`src/rtl/axi_transaction.sv`:
```
// Shared AXI-lite transaction types used by the master/slave pair.
package axi_transaction;

    localparam int ADDR_W = 32;
    localparam int DATA_W = 32;
    localparam int ID_W   = 4;

    typedef logic [ADDR_W-1:0] addr_t;
    typedef logic [DATA_W-1:0] data_t;
    typedef logic [ID_W-1:0]   id_t;

    typedef struct packed {
        id_t   id;
        addr_t addr;
    } ar_req_t;

endpackage

```
`src/rtl/axi_sync_fifo.sv`:
```
// Synchronous FIFO with count register; no fall-through when empty.
module axi_sync_fifo #(
    parameter int WIDTH = 8,
    parameter int DEPTH = 4
) (
    input  logic             clk,
    input  logic             rst,
    input  logic             push,
    input  logic [WIDTH-1:0] din,
    input  logic             pop,
    output logic [WIDTH-1:0] dout,
    output logic             full,
    output logic             empty
);

    localparam int PW = $clog2(DEPTH);

    logic [WIDTH-1:0] store [DEPTH];
    logic [PW-1:0]    wptr;
    logic [PW-1:0]    rptr;
    logic [PW:0]      count;
    logic             do_push;
    logic             do_pop;

    assign full    = (count == (PW+1)'(DEPTH));
    assign empty   = (count == '0);
    assign do_push = push && !full;
    assign do_pop  = pop && !empty;
    assign dout    = store[rptr];

    always_ff @(posedge clk or posedge rst) begin
        if (rst) begin
            wptr  <= '0;
            rptr  <= '0;
            count <= '0;
        end else begin
            if (do_push) wptr <= wptr + 1'b1;
            if (do_pop)  rptr <= rptr + 1'b1;
            if (do_push && !do_pop)      count <= count + 1'b1;
            else if (do_pop && !do_push) count <= count - 1'b1;
        end
    end

    always_ff @(posedge clk) begin
        if (do_push) store[wptr] <= din;
    end

endmodule

```
`src/rtl/axi_slave_mem.sv`:
```
// AXI-lite style memory target: AW/W/AR buffered independently,
// single outstanding B and R register each.
module axi_slave_mem
    import axi_transaction::*;
#(
    parameter int MEM_DEPTH  = 16,
    parameter int FIFO_DEPTH = 4
) (
    input  logic  clk,
    input  logic  rst,
    input  addr_t araddr,
    input  id_t   arid,
    input  logic  arvalid,
    output logic  arready,
    input  addr_t awaddr,
    input  logic  awvalid,
    output logic  awready,
    input  data_t wdata,
    input  logic  wvalid,
    output logic  wready,
    output data_t rdata,
    output id_t   rid,
    output logic  rvalid,
    input  logic  rready,
    output logic  bvalid,
    input  logic  bready
);

    localparam int IW = $clog2(MEM_DEPTH);

    data_t   mem [MEM_DEPTH];
    ar_req_t ar_head;
    addr_t   aw_head;
    data_t   w_head;
    logic    ar_full, ar_empty;
    logic    aw_full, aw_empty;
    logic    w_full,  w_empty;
    logic    commit;
    logic    serve;
    logic [IW-1:0] aw_idx;
    logic [IW-1:0] ar_idx;
    logic    unused_bits;

    assign arready = !ar_full;
    assign awready = !aw_full;
    assign wready  = !w_full;

    assign commit = !aw_empty && !w_empty && (!bvalid || bready);
    assign serve  = !ar_empty && (!rvalid || rready);

    // Upper and byte-lane address bits are ignored: accesses wrap.
    assign aw_idx = aw_head[IW+1:2];
    assign ar_idx = ar_head.addr[IW+1:2];
    assign unused_bits = ^{aw_head[ADDR_W-1:IW+2], aw_head[1:0],
                           ar_head.addr[ADDR_W-1:IW+2], ar_head.addr[1:0]};

    axi_sync_fifo #(.WIDTH(ID_W+ADDR_W), .DEPTH(FIFO_DEPTH)) u_ar (
        .clk   (clk),
        .rst   (rst),
        .push  (arvalid),
        .din   ({arid, araddr}),
        .pop   (serve),
        .dout  (ar_head),
        .full  (ar_full),
        .empty (ar_empty)
    );

    axi_sync_fifo #(.WIDTH(ADDR_W), .DEPTH(FIFO_DEPTH)) u_aw (
        .clk   (clk),
        .rst   (rst),
        .push  (awvalid),
        .din   (awaddr),
        .pop   (commit),
        .dout  (aw_head),
        .full  (aw_full),
        .empty (aw_empty)
    );

    axi_sync_fifo #(.WIDTH(DATA_W), .DEPTH(FIFO_DEPTH)) u_w (
        .clk   (clk),
        .rst   (rst),
        .push  (wvalid),
        .din   (wdata),
        .pop   (commit),
        .dout  (w_head),
        .full  (w_full),
        .empty (w_empty)
    );

    always_ff @(posedge clk or posedge rst) begin
        if (rst) begin
            bvalid <= 1'b0;
            for (int i = 0; i < MEM_DEPTH; i++) mem[i] <= '0;
        end else if (commit) begin
            mem[aw_idx] <= w_head;
            bvalid      <= 1'b1;
        end else if (bready) begin
            bvalid <= 1'b0;
        end
    end

    // Reads sample mem before this edge's commit lands.
    always_ff @(posedge clk or posedge rst) begin
        if (rst) begin
            rvalid <= 1'b0;
            rdata  <= '0;
            rid    <= '0;
        end else if (serve) begin
            rvalid <= 1'b1;
            rdata  <= mem[ar_idx];
            rid    <= ar_head.id;
        end else if (rready) begin
            rvalid <= 1'b0;
        end
    end

endmodule

```
`config.mk`:
```
export PLATFORM = sky130hd
export DESIGN_NAME = axi_slave_mem
export DESIGN_NICKNAME = d
export VERILOG_FILES = /design/src/rtl/axi_transaction.sv /design/src/rtl/axi_sync_fifo.sv /design/src/rtl/axi_slave_mem.sv
export SDC_FILE = /design/constraint.sdc
export NUM_CORES = 2
export LEC_CHECK = 0
export BUFFER_PORTS_ARGS = -buffer_cell sky130_fd_sc_hd__buf_2
export CORE_UTILIZATION = 65
export DETAILED_ROUTE_END_ITERATION = 8
export PLACE_DENSITY = 0.94
export SLEW_MARGIN = 10
export SYNTH_ARGS = -nofsm -noshare
export SYNTH_HDL_FRONTEND = slang
export SYNTH_SLANG_ARGS = --single-unit
```
`constraint.sdc`:
```
create_clock -name clk -period 35.2 [get_ports clk]
set_input_delay 7.04 -clock clk [delete_from_list [all_inputs] [get_ports clk]]
set_output_delay 7.04 -clock clk [all_outputs]
set_load 0.03 [all_outputs]
```
==> summary.md <==
| Metric | Value |
|---|---|
| Status | `completed` |
| Starting Density | `66.3%` |
| Hold Path Depth | `1` |
| Commonest cells after routing, fill and taps aside | `570 x mux2_2, 570 x dfrtp_1, 194 x mux2i_1` |
| Synth area leader | `dfrtp_1` |
| Layout cells sized above 1 | `38.7%` |
| Synth area leaders | `dfrtp_1 44%, mux2_2 20%, edfxtp_1 16%, mux2i_1 6.0%, mux4_2 3.0%` |
| Final Setup Violations | `0` |
| Syn avg cell area | `15.0 um^2` |
| Post-Synth Simple-Gate Area | `4.50%` |
| Relative slew slack | `16.6%` |
| Post-synthesis cell count | `2178` |
| DR vias | `19600` |
| Port bufs | `91` |
| First-pass iteration count of the detailed router | `7` |
| Worst reg2reg path depth | `6` |
| Dpl ws | `24.37 ns` |
| GR Layer Usage met1 | `41.8%` |
| RD Place Congestion | `0.782` |
| Leakage | `15.4 nW` |
| Vias in the first global route | `21200` |
| Post-Synth Adder-Cell Area | `0.761%` |
| Synth cell types | `38` |
| Remaining antenna violation count | `0` |
| Die Y | `226 um` |
| Synth Area in XOR/XNOR | `0.484%` |
| Final Skew | `0.0264 ns` |
| Post-synthesis mux area share | `29.2%` |
| CP arrival | `10.64 ns` |
| Top Usage Layer GRT | `met2` |
| Area share of the largest cell type after synthesis | `43.9%` |
| Post-route DRC | `0` |
| Startpoint types | `input pin` |
| Post-Syn Nets | `2303` |
| # Post-CTS Setup Buffers | `0` |
| Largest net degree at the start of global routing | `194` |
| GR met2 Demand/Resource | `52.2%` |
| Area of the die | `51000 um^2` |
| Total grt overflow | `0` |
| Final core occ | `72.9%` |
| Synth warn | `0` |
| Worst Path Required | `35.76 ns` |
| GRT met3 Usage | `6.41%` |
| Hold slack | `0.492 ns` |
| Sink Count | `747` |
| Slew @ Worst Pin | `1.25 ns` |
| Drt wl/cell | `27.1 um` |
| Io pins | `148` |
| Final setup TNS | `0 ns` |
| First-pass GRT wire length | `123000 um` |
| CTS tree | `done` |
| Vias/cell | `6.67` |
| # rows | `81` |
| Unrepaired setup endpoints after global routing | `no` |
| CTS resizes | `0` |
| Fin crit period | `10.09 ns` |
| Core area | `49200 um^2` |
| Hold buffers post-CTS | `0` |
| Final net count | `2339` |
| PnR worst setup slack | `25.11 ns` |
| Initial DRC count | `2048` |
| PwrDens | `105 nW/um^2` |
| Register bit count reported by yosys | `747` |
| Post-synthesis sequential area ratio | `60.1%` |
| Largest family of logic cells by synthesized area | `multiplexers` |
| Crit-path max FO | `193` |
| Critical Path End Type | `async pin` |
| HPWL after DPL | `43000 um` |
| Max-Cap Viols | `0` |
| Total wire length | `79600 um` |
| Crit Path Category | `input pin to async pin` |
| Worst min-delay path class | `register to register` |
| CTS Buffer Depth | `3` |
| H-tree Lvls | `3` |
| Final Hold Fails | `0` |
| Die width | `226 um` |
| Antenna violations before repair | `4` |
| Peak Freq | `99.1 MHz` |
| Post-synthesis compound-gate area fraction | `2.32%` |
| Max VDD drop | `0.0000667 V` |
| CTS Buf Count | `74` |
| Root Driver | `clkbuf_16` |
| Max-slew violations | `0` |
| Gr usage total | `32.5%` |
| Tcrit/Tclk final | `28.7%` |
| Synth Cell Area | `32600 um^2` |
| Clk slew on worst S/H paths | `0.06 ns` |
| Clk_lat worst skew | `0.63 ns` |
| P&R area growth vs syn | `10.1%` |
registers in the layout, summed over array words and instances, names as in the netlist:
signal and count:
mem 512, u_ar.count 3, u_aw.rptr 2, u_w.wptr 2, u_ar.store 32, rvalid 1, u_w.store 128, u_aw.wptr 2
rdata 32, u_w.count 3, u_ar.rptr 2, u_aw.store 16, u_aw.count 3, rid 4, u_ar.wptr 2, u_w.rptr 2
bvalid 1
path summary, 6_finish.rpt:
path,start,end,slack (ns)
worst max-delay path,rst,mem[74],25.11
worst min-delay path,u_ar.count[2],u_ar.count[2],0.49
worst max register to register,u_ar.rptr[0],rdata[5],31.30
worst min register to register,u_ar.count[2],u_ar.count[2],0.49
max in group clk,bready,mem[269],26.07
min in group asynchronous,rst,mem[22],6.57
power breakdown:
part           total [mW]  leakage, nW  switching (mW)  internal (mW)
registers            1.46         8.64           0.209           1.25
clock network       0.804         1.21           0.335          0.470
logic                1.50         5.56           0.850          0.652
total                3.77         15.4            1.39           2.38
cell usage after synthesis:
| master | instances |
|---|---|
| buf_2 | 67 |
| inv_1 | 12 |
| o31ai_1 | 1 |
| nand3_1 | 33 |
| nor2_1 | 10 |
| nand4_1 | 64 |
| nor2_4 | 4 |
| and3_1 | 13 |
| o211ai_1 | 64 |
| nand2b_1 | 5 |
| or2_1 | 1 |
| mux2i_1 | 194 |
| fa_1 | 3 |
| xnor2_1 | 12 |
| buf_6 | 12 |
| a22oi_1 | 32 |
| xor2_1 | 6 |
| nand3b_4 | 1 |
| buf_4 | 6 |
| o311a_2 | 1 |
| mux2_2 | 570 |
| and2_1 | 2 |
| nor2b_1 | 3 |
| and4_1 | 1 |
| or3_1 | 2 |
| nor2_2 | 3 |
| ha_1 | 15 |
| o21ai_0 | 3 |
| mux4_2 | 44 |
| mux2_1 | 14 |
| buf_1 | 5 |
| and2_0 | 3 |
| edfxtp_1 | 176 |
| or3_4 | 1 |
| nor3b_2 | 2 |
| dfrtp_1 | 571 |
| clkbuf_1 | 75 |
| nand2_1 | 147 |
worst max-delay path: stages:
cell and delay (ns):
buf_2 0.13, inv_8 0.56, buf_12 0.80, buf_4 0.81, buf_4 0.98
layer usage:
| layer | routed length, um | share of wire [%] |
|---|---|---|
| met1 | 30300 | 38 |
| met2 | 38900 | 49 |
| met3 | 6260 | 7.9 |
| met4 | 4220 | 5.3 |
| met5 | 0 | 0 |
stage by stage:
| step | power (mW) | area [um^2] | instances |
|---|---|---|---|
| 6_report | 3.77 | 35800 | 2936 |
| 5_1_grt | 3.93 | 35800 | 2935 |
| 4_1_cts | 3.76 | 35800 | 2933 |
| 3_5_place_dp | 2.90 | 33400 | 2802 |
| 3_3_place_gp | 2.78 | 33400 | 2802 |
| 2_1_floorplan | 2.52 | 32600 | 2178 |
cell type report:
type,count,area [um^2]
Tap cell,664,831
Inverter,12,52.6
Timing Repair Buffer,125,727
Antenna cell,3,7.51
Multi-Input combinational cell,1254,12200
Clock inverter,23,255
Fill cell,2726,13300
Clock buffer,108,2200
Sequential cell,747,19600
logic make-up (layout without fill, tap and decap cells):
family / count (synthesis) / after routing
buffers and inverters: 177 / 268
xor gates and xnor gates: 18 / 18
AOI/OAI and AO/OA: 101 / 101
and+or+nand+nor: 295 / 295
DFF: 747 / 747
adders and majority gates: 18 / 18
other: 0 / 3
muxes: 822 / 822
Note: power is estimated with default switching activity, not from simulation.
